## config.mk

```make
export PLATFORM = sky130hd
export DESIGN_NAME = countdown_sequencer
export DESIGN_NICKNAME = d
export VERILOG_FILES = /design/src/rtl/timer_pkg.sv /design/src/rtl/tick_prescaler.sv /design/src/rtl/countdown_sequencer.sv
export SDC_FILE = /design/constraint.sdc
export NUM_CORES = 1
export LEC_CHECK = 0
export ABC_AREA = 1
export CAP_MARGIN = 10
export CORE_MARGIN = 2
export CORE_UTILIZATION = 53
export CTS_BUF_LIST = sky130_fd_sc_hd__clkbuf_2
export DETAILED_ROUTE_END_ITERATION = 7
export MAX_ROUTING_LAYER = met4
export PLACE_DENSITY = 0.78
export SKIP_CTS_REPAIR_TIMING = 1
export SLEW_MARGIN = 20
export SYNTH_ARGS = -nofsm -noshare
export SYNTH_HDL_FRONTEND = slang
export SYNTH_SLANG_ARGS = --single-unit
```

## constraint.sdc

```tcl
create_clock -name clk -period 1.5 [get_ports clk]
set_input_delay 0.15 -clock clk [delete_from_list [all_inputs] [get_ports clk]]
set_output_delay 0.15 -clock clk [all_outputs]
set_load 0.03 [all_outputs]
```

## src/rtl/timer_pkg.sv

```systemverilog
// Shared types and constants for the mm:ss countdown timer.
package timer_pkg;

  typedef enum logic [2:0] {
    ST_IDLE  = 3'd0,
    ST_SET   = 3'd1,
    ST_RUN   = 3'd2,
    ST_PAUSE = 3'd3,
    ST_DONE  = 3'd4
  } state_e;

  typedef logic [5:0] time_t;

  localparam time_t MAX_VAL = 6'd59;

  // Preset edit step: counts up and wraps past the limit back to zero.
  function automatic time_t wrap_inc(input time_t value, input time_t limit);
    if (value >= limit) begin
      return 6'd0;
    end else begin
      return value + 6'd1;
    end
  endfunction

endpackage

```

## src/rtl/tick_prescaler.sv

```systemverilog
// Free-running divider for the countdown tick; tick is high while the count sits at TICK_DIV-1.
module tick_prescaler #(
  parameter int TICK_DIV = 50000000
) (
  input  logic clk,
  input  logic reset,
  input  logic en,
  input  logic clr,
  output logic tick
);

  localparam int CW = (TICK_DIV > 1) ? $clog2(TICK_DIV) : 1;
  localparam logic [CW-1:0] LAST = CW'(TICK_DIV - 1);

  logic [CW-1:0] count_r;

  // Count 0..TICK_DIV-1; clear wins over enable, disabled count holds.
  always_ff @(posedge clk) begin
    if (reset) begin
      count_r <= {CW{1'b0}};
    end else if (clr) begin
      count_r <= {CW{1'b0}};
    end else if (en) begin
      if (count_r == LAST) begin
        count_r <= {CW{1'b0}};
      end else begin
        count_r <= count_r + CW'(1);
      end
    end else begin
      count_r <= count_r;
    end
  end

  assign tick = (count_r == LAST);

endmodule

```

## src/rtl/countdown_sequencer.sv

```systemverilog
// Mode controller for the mm:ss countdown: preset editing, 1 Hz tick, counter strobes.
// Optional alarm flashing in DONE is enabled with `define ALARM_BLINK_EN.
module countdown_sequencer #(
  parameter int               TICK_DIV = 50000000,
  parameter timer_pkg::time_t MAX_VAL  = timer_pkg::MAX_VAL
) (
  input  logic       clk,
  input  logic       reset,
  input  logic       start_stop,
  input  logic       set_mode,
  input  logic       inc_sec,
  input  logic       inc_min,
  input  logic       sec_zero,
  input  logic       min_zero,
  output logic [5:0] preset_sec,
  output logic [5:0] preset_min,
  output logic       load,
  output logic       sec_dec,
  output logic       min_dec,
  output logic       done,
  output logic       blink,
  output logic [2:0] state
);

  localparam logic [2:0] S_IDLE  = 3'(timer_pkg::ST_IDLE);
  localparam logic [2:0] S_SET   = 3'(timer_pkg::ST_SET);
  localparam logic [2:0] S_RUN   = 3'(timer_pkg::ST_RUN);
  localparam logic [2:0] S_PAUSE = 3'(timer_pkg::ST_PAUSE);
  localparam logic [2:0] S_DONE  = 3'(timer_pkg::ST_DONE);

  logic [2:0]       state_nxt_s;
  timer_pkg::time_t sec_nxt_s;
  timer_pkg::time_t min_nxt_s;
  logic             load_nxt_s;
  logic             sec_dec_nxt_s;
  logic             min_dec_nxt_s;
  logic             pre_en_s;
  logic             pre_clr_s;
  logic             tick_s;
  logic             expired_s;

  assign expired_s = sec_zero && min_zero;

  tick_prescaler #(
    .TICK_DIV(TICK_DIV)
  ) u_prescaler (
    .clk  (clk),
    .reset(reset),
    .en   (pre_en_s),
    .clr  (pre_clr_s),
    .tick (tick_s)
  );

  // Next-state, preset edit and strobe decisions.
  always_comb begin
    state_nxt_s   = state;
    sec_nxt_s     = preset_sec;
    min_nxt_s     = preset_min;
    load_nxt_s    = 1'b0;
    sec_dec_nxt_s = 1'b0;
    min_dec_nxt_s = 1'b0;
    pre_en_s      = 1'b0;
    pre_clr_s     = 1'b0;
    case (state)
      S_IDLE: begin
        if (set_mode) begin
          state_nxt_s = S_SET;
        end else if (start_stop && !expired_s) begin
          state_nxt_s = S_RUN;
          pre_clr_s   = 1'b1;
        end else begin
          state_nxt_s = S_IDLE;
        end
      end
      S_SET: begin
        if (inc_sec) begin
          sec_nxt_s = timer_pkg::wrap_inc(preset_sec, MAX_VAL);
        end else begin
          sec_nxt_s = preset_sec;
        end
        if (inc_min) begin
          min_nxt_s = timer_pkg::wrap_inc(preset_min, MAX_VAL);
        end else begin
          min_nxt_s = preset_min;
        end
        if (!set_mode) begin
          load_nxt_s  = 1'b1;
          state_nxt_s = S_IDLE;
        end else begin
          state_nxt_s = S_SET;
        end
      end
      S_RUN: begin
        // A pause landing on the tick lets the count wrap so the tick is not replayed on resume.
        pre_en_s = !start_stop || tick_s;
        if (tick_s && !expired_s) begin
          sec_dec_nxt_s = 1'b1;
          min_dec_nxt_s = sec_zero;
        end else begin
          sec_dec_nxt_s = 1'b0;
          min_dec_nxt_s = 1'b0;
        end
        if (tick_s && expired_s) begin
          state_nxt_s = S_DONE;
        end else if (start_stop) begin
          state_nxt_s = S_PAUSE;
        end else begin
          state_nxt_s = S_RUN;
        end
      end
      S_PAUSE: begin
        if (set_mode) begin
          state_nxt_s = S_SET;
        end else if (start_stop) begin
          state_nxt_s = S_RUN;
        end else begin
          state_nxt_s = S_PAUSE;
        end
      end
      S_DONE: begin
        pre_en_s = 1'b1;
        if (set_mode) begin
          state_nxt_s = S_SET;
        end else if (start_stop) begin
          state_nxt_s = S_IDLE;
        end else begin
          state_nxt_s = S_DONE;
        end
      end
      default: begin
        state_nxt_s = S_IDLE;
      end
    endcase
  end

  // State, presets and registered strobes.
  always_ff @(posedge clk) begin
    if (reset) begin
      state      <= S_IDLE;
      preset_sec <= 6'd0;
      preset_min <= 6'd0;
      load       <= 1'b0;
      sec_dec    <= 1'b0;
      min_dec    <= 1'b0;
    end else begin
      state      <= state_nxt_s;
      preset_sec <= sec_nxt_s;
      preset_min <= min_nxt_s;
      load       <= load_nxt_s;
      sec_dec    <= sec_dec_nxt_s;
      min_dec    <= min_dec_nxt_s;
    end
  end

  assign done = (state == S_DONE);

`ifdef ALARM_BLINK_EN
  // Alarm flash: lit on DONE entry, toggled on each tick while DONE holds.
  always_ff @(posedge clk) begin
    if (reset) begin
      blink <= 1'b0;
    end else if (state_nxt_s == S_DONE) begin
      if (state != S_DONE) begin
        blink <= 1'b1;
      end else if (tick_s) begin
        blink <= ~blink;
      end else begin
        blink <= blink;
      end
    end else begin
      blink <= 1'b0;
    end
  end
`else
  assign blink = done;
`endif

endmodule

```

* After elaboration in Yosys (flattened, before gate mapping)
Index checks and enable logic that the tools add are counted.
Word-level totals: register bits after elaboration 44, bits in latches 0, RAM bits 0, memory bits (read-only) 0, input bits 8, output and inout bits 20, word-level logic and storage cells 53, memories 0
Cells by class: $add $sub $neg 3, multiply operators 0, div/mod/pow operators 0, $lt $le $gt $ge 2, equal/unequal tests 5, shift-type cells 0, multiplexer cells 19, bitwise gates (word level) 3, reductions and logical operators 14
Operators with widths (count):
- $add A26 B1 Y26 const B | 1
- $eq A26 B26 Y1 const B | 1
- $mux W26 | 1
- $pmux W3 S5 | 1
- $add A6 B1 Y6 const B | 2
- $ge A6 B6 Y1 const B | 2
- $mux W6 | 2
- $mux W3 | 3
- $mux W1 | 8
- $eq A3 B2 Y1 const B | 2
- $mux W2 | 3
- $reduce_or A2 Y1 | 3
- $logic_and A1 B1 Y1 | 4
- $reduce_and A2 Y1 | 2
- $eq A3 B1 Y1 const B | 1
- $eq A3 B3 Y1 const B | 1
- $logic_not A3 Y1 | 1
- $not A1 Y1 | 3
- $reduce_or A3 Y1 | 1
- $logic_not A1 Y1 | 2
- $pmux W1 S2 | 1
- $logic_or A1 B1 Y1 | 1

* Logic depth before layout (Yosys ltp)
word-level depth 7, depth in mapped cells 12, gate-level depth less buffers 12

* By module
A second synthesis with hierarchy kept.
Second synthesis, totals: cells, all modules 355, area, all modules 2473.6 sq um
Modules (own cells, without submodules):
- tick_prescaler | times used 1, cells each 223, area each 1525.2 sq um, seq. area each 520.5 sq um
- countdown_sequencer | times used 1, cells each 132, area each 948.4 sq um, seq. area each 360.3 sq um

* Least setup slack after synthesis
Ideal clock, no wire load.
path kind flip-flop to flip-flop, start register state[2], end register u_prescaler.count_r[21], setup time 0.132 ns, data arrival time 1.847 ns, required time 1.368 ns, setup slack -0.479 ns, cell stages (with the launch flop) 7, path buffers 1, clock period less this slack 1.979 ns, path through dfxtp_1 > inv_1 > nor2_1 > inv_2 > clkbuf_1 > nand3_1 > a21oi_2
Between the ends: elaborated cells between the ends (all ways) 6, classes of those cells eq/ne: 2; mux: 2; reduce/logical: 2
RTL lines:
- start, declared | line countdown_sequencer.sv:22 | output logic [2:0] state
- start signal, assigned | line countdown_sequencer.sv:146 | state <= state_nxt_s;
- $eq A3 B3 Y1
- named net blink | line countdown_sequencer.sv:21 | output logic blink,
- $pmux W1 S2 | line countdown_sequencer.sv:64 | case (state)
- end signal, assigned | line tick_prescaler.sv:25 | count_r <= {CW{1'b0}};
- end signal, assigned | line tick_prescaler.sv:27 | count_r <= count_r + CW'(1);
- end signal, assigned | line tick_prescaler.sv:30 | count_r <= count_r;
- end, declared | line tick_prescaler.sv:15 | logic [CW-1:0] count_r;
The timed path passes the listed nets, and every way through them passes these cells. A chain may end at the register's enable or synchronous reset.

* Worst setup path after layout
start register u_prescaler.count_r[5], end register u_prescaler.count_r[17]
Between the ends: longest elaborated chain between the ends 3, elaborated cells between the ends (all ways) 5, classes of those cells add/sub: 1; eq/ne: 1; mux: 2; reduce/logical: 1
Ends and longest elaborated chain:
- start signal, assigned | line tick_prescaler.sv:20 | count_r <= {CW{1'b0}};
- start signal, assigned | line tick_prescaler.sv:22 | count_r <= {CW{1'b0}};
- start signal, assigned | line tick_prescaler.sv:25
- parallel branches: the longest is 3 deep, another holds $add A26 B1 Y26
Several ways; the timed one is not identified.

==> results_dict.tcl <==
set metrics [dict create \
    status "complete, but fails checks" \
    violations "negative setup slack" \
    grt_pass1_vias 2847 \
    hold_depth 3 \
    grt_overflow 0 \
    core-area_um2 5042 \
    tns_ps -5144 \
    synth_seq_area_share_pct 32.32 \
    nFillCells 305 \
    crit_arrival_ps 2180 \
    ios 28 \
    synth.distinct_cells 37 \
    avgSynthCellArea_um2 6.236 \
    max-slew-margin-rel_pct 74.88 \
    clk_pin_slew_ps 240 \
    drive_gt1_share_pct 34.96 \
    drtAntennaViolNets 0 \
    final_common_cell "nand2_1" \
    hpwl_um 5650 \
    slowest_stage "dfxtp_2" \
    place.gp.congestion 0.9792 \
    syn2layout_area_growth_pct 51.65 \
    clockBufferDepth 2 \
    switchingPower_uw 624.4 \
    ys_ff_latch 44 \
    r2r_end "u_prescaler.count_r[17]" \
    start_util_pct 54.04 \
    cts-root-buf "clkbuf_2" \
    hold_viol_final 0 \
    yosys_most_used_dff "dfxtp_1" \
    multiInputGateArea_um2 2031 \
    path_class "reg -> reg" \
    r2r_slack_ps -290 \
    fin_ws_ps -293.5 \
    finalInstanceArea_um2 4133 \
    die_y_um 75.71 \
    yosysWarnings 0 \
    wirelength_um 9719 \
    rr_worst_depth 10 \
    grt_max_degree 27 \
    die_w_um 75.71 \
    clockPowerShare_pct 26.5 \
    regArea_um2 909.6 \
    rsz0062_at_grt "true" \
    min_path_type "in -> reg" \
    clk_latency_ps 440 \
    slew_violations 0 \
    antenna_cells 0 \
    fin_crit_ps 1793 \
    setup_violations 31 \
    startpoint_type "flop" \
    holdPathEnd "min_dec" \
    fin_worst_skew_ps 27.91 \
    drc 0 \
    die_area_um2 5731 \
    routedWlPerCell_um 16.14 \
    critPathCaptureType "flop" \
    cp_common_cell "nand2_1" \
    grt_usage_pct 28.07 \
    syn_area_um2 2725 \
    switching_share_pct 30.26 \
    synth_edf_count 0 \
    drtIter0Drc 395 \
    cts-buffers-inserted 5 \
    cts_tree "built" \
    dr_total_vias 3447 \
    cap_violations 0 \
    antenna_found_initial 0 \
    p_int_mw 1.439 \
    worstReg2RegStart "u_prescaler.count_r[5]" \
    fmax_mhz 557.6 \
    placed_cell_area_um2 3501 \
    holdWs_ps 213.1 \
    finalNetCount 542 \
    row_count 26 \
    async_reset_ff_share_pct 0 \
    synthCells 437 \
    port-buffer-count 27 \
    cts.sinks 44 \
    dr.pass1.iters 5 \
    cp_cell_sequence "nand2_1 -> nor2_1 -> nand2_1 -> nor2_1 -> nand2_2 -> nand2_4 -> nand2_8 -> nand2_8 -> nand2_1 -> a21oi_1" \
    layout_common_cells "101 x nand2_1, 64 x nor2_1, 64 x buf_4, 35 x inv_1, 30 x nand3_1" \
    pwr-share-seq_pct 58.5 \
    synth_nets 448 \
    grt_pass1_wl_um 12080 \
    worst_pin_slew_ps 376.8 \
    combPwrFrac_pct 14.9 \
    ir_drop_uv 588.0 \
    period_share_pct 119.6 \
    required_ps 1880 \
    p_leak_nw 1.947 \
    pwr_density_cell_nw_per_um2 499.3 \
    worst_path_largest_cell_delay_ps 420 \
    worstHoldStart "sec_zero" \
    vias_per_cell 5.726 \
    h-tree-depth 2 \
    worstPathMaxFanout 6 \
]
flip-flops by register name, summed over array words and instances, names as in the netlist:
| register | count |
|---|---|
| load | 1 |
| sec_dec | 1 |
| preset_min | 6 |
| u_prescaler.count_r | 26 |
| preset_sec | 6 |
| state | 3 |
| min_dec | 1 |
per-stage QoR:
step	cells	setup WS [ps]	util [%]	total power, mW
final	602	-293.5	81.96	2.063
after global routing	602	-458.8	81.96	2.137
after CTS	589	-261.0	70.35	1.987
after detailed placement	581	-67.47	69.43	1.463
after global placement	581	-16.43	69.43	1.459
after floorplan	437	-2.979	-	1.363
how the worst max path moves through the flow:
| stage | startpoint | endpoint | depth (start not counted) | slack, ps |
|---|---|---|---|---|
| 2_1_floorplan | state[0] | u_prescaler.count_r[21] | 7 | -3 |
| 3_3_place_gp | u_prescaler.count_r[2] | u_prescaler.count_r[21] | 9 | -20 |
| 3_5_place_dp | u_prescaler.count_r[1] | u_prescaler.count_r[14] | 9 | -70 |
| 4_1_cts | preset_sec[2] | preset_sec[2] | 1 | -260 |
| 5_1_grt | u_prescaler.count_r[10] | u_prescaler.count_r[17] | 9 | -460 |
| 6_report | u_prescaler.count_r[5] | u_prescaler.count_r[17] | 10 | -290 |
layout make-up:
type                            count  area share [%]
Multi-Input combinational cell    341           49.14
Timing Repair Buffer               95           21.44
Inverter                           44           4.178
Sequential cell                    44           22.01
Tap cell                           70           2.119
Clock buffer                        6          0.7266
Clock inverter                      2          0.3936
power by group through the flow:
stage	clock, mW	combinational [mW]	sequential [mW]
after floorplan	0	0.106	1.26
after global placement	0	0.229	1.23
after global routing	0.600	0.325	1.21
after detailed placement	0	0.232	1.23
after CTS	0.545	0.233	1.21
final	0.548	0.308	1.21
worst max-delay path: cells and delay by family, from the launching register on:
kind / cells / cell delay, ps
AOI/OAI and AO/OA: 1 / 220
DFF: 1 / 420
and+or+nand+nor: 9 / 1110
cell families (layout without fill, tap and decap cells):
group | Yosys count | after routing | share of synthesized area [%]
AND/OR/NAND/NOR | 277 | 281 | 44.17
buffers and inverters | 56 | 147 | 8.769
flip-flops | 44 | 44 | 32.32
AO/OA/AOI/OAI | 41 | 41 | 8.219
XOR/XNOR | 16 | 16 | 5.142
adder cells (fa/ha/maj) | 3 | 3 | 1.378
cells in the mapped netlist, types with 2 or more instances:
library cell  count  area [um^2]
nor2_1           77        289.0
nor3_2            2        20.02
buf_2             4        20.02
ha_1              3        37.54
xnor2_1           4        35.03
nand2_2           2        12.51
o21bai_1          2        15.01
nor3_1           10        50.05
clkbuf_1          3        11.26
a21oi_1          29        145.1
dfxtp_1          44        880.8
nand4_1           3        18.77
buf_6             2        22.52
xor2_1           12        105.1
buf_4             2        15.01
o21ai_0           4        20.02
inv_1            39        146.4
nor2_2            4        25.02
a21oi_2           2        17.52
inv_2             4        15.01
nand2_1         119        446.7
nand3_1          51        255.2
routing by layer:
layer	GRT usage (%)	routed length (um)	vias to the layer above
li1	-	-	1589
met2	49.66	4794	231
met5	-	0	-
met4	9.747	531	0
met3	4.894	768	63
met1	31.79	3624	1564
No activity file was read; power rests on OpenSTA's default activity.
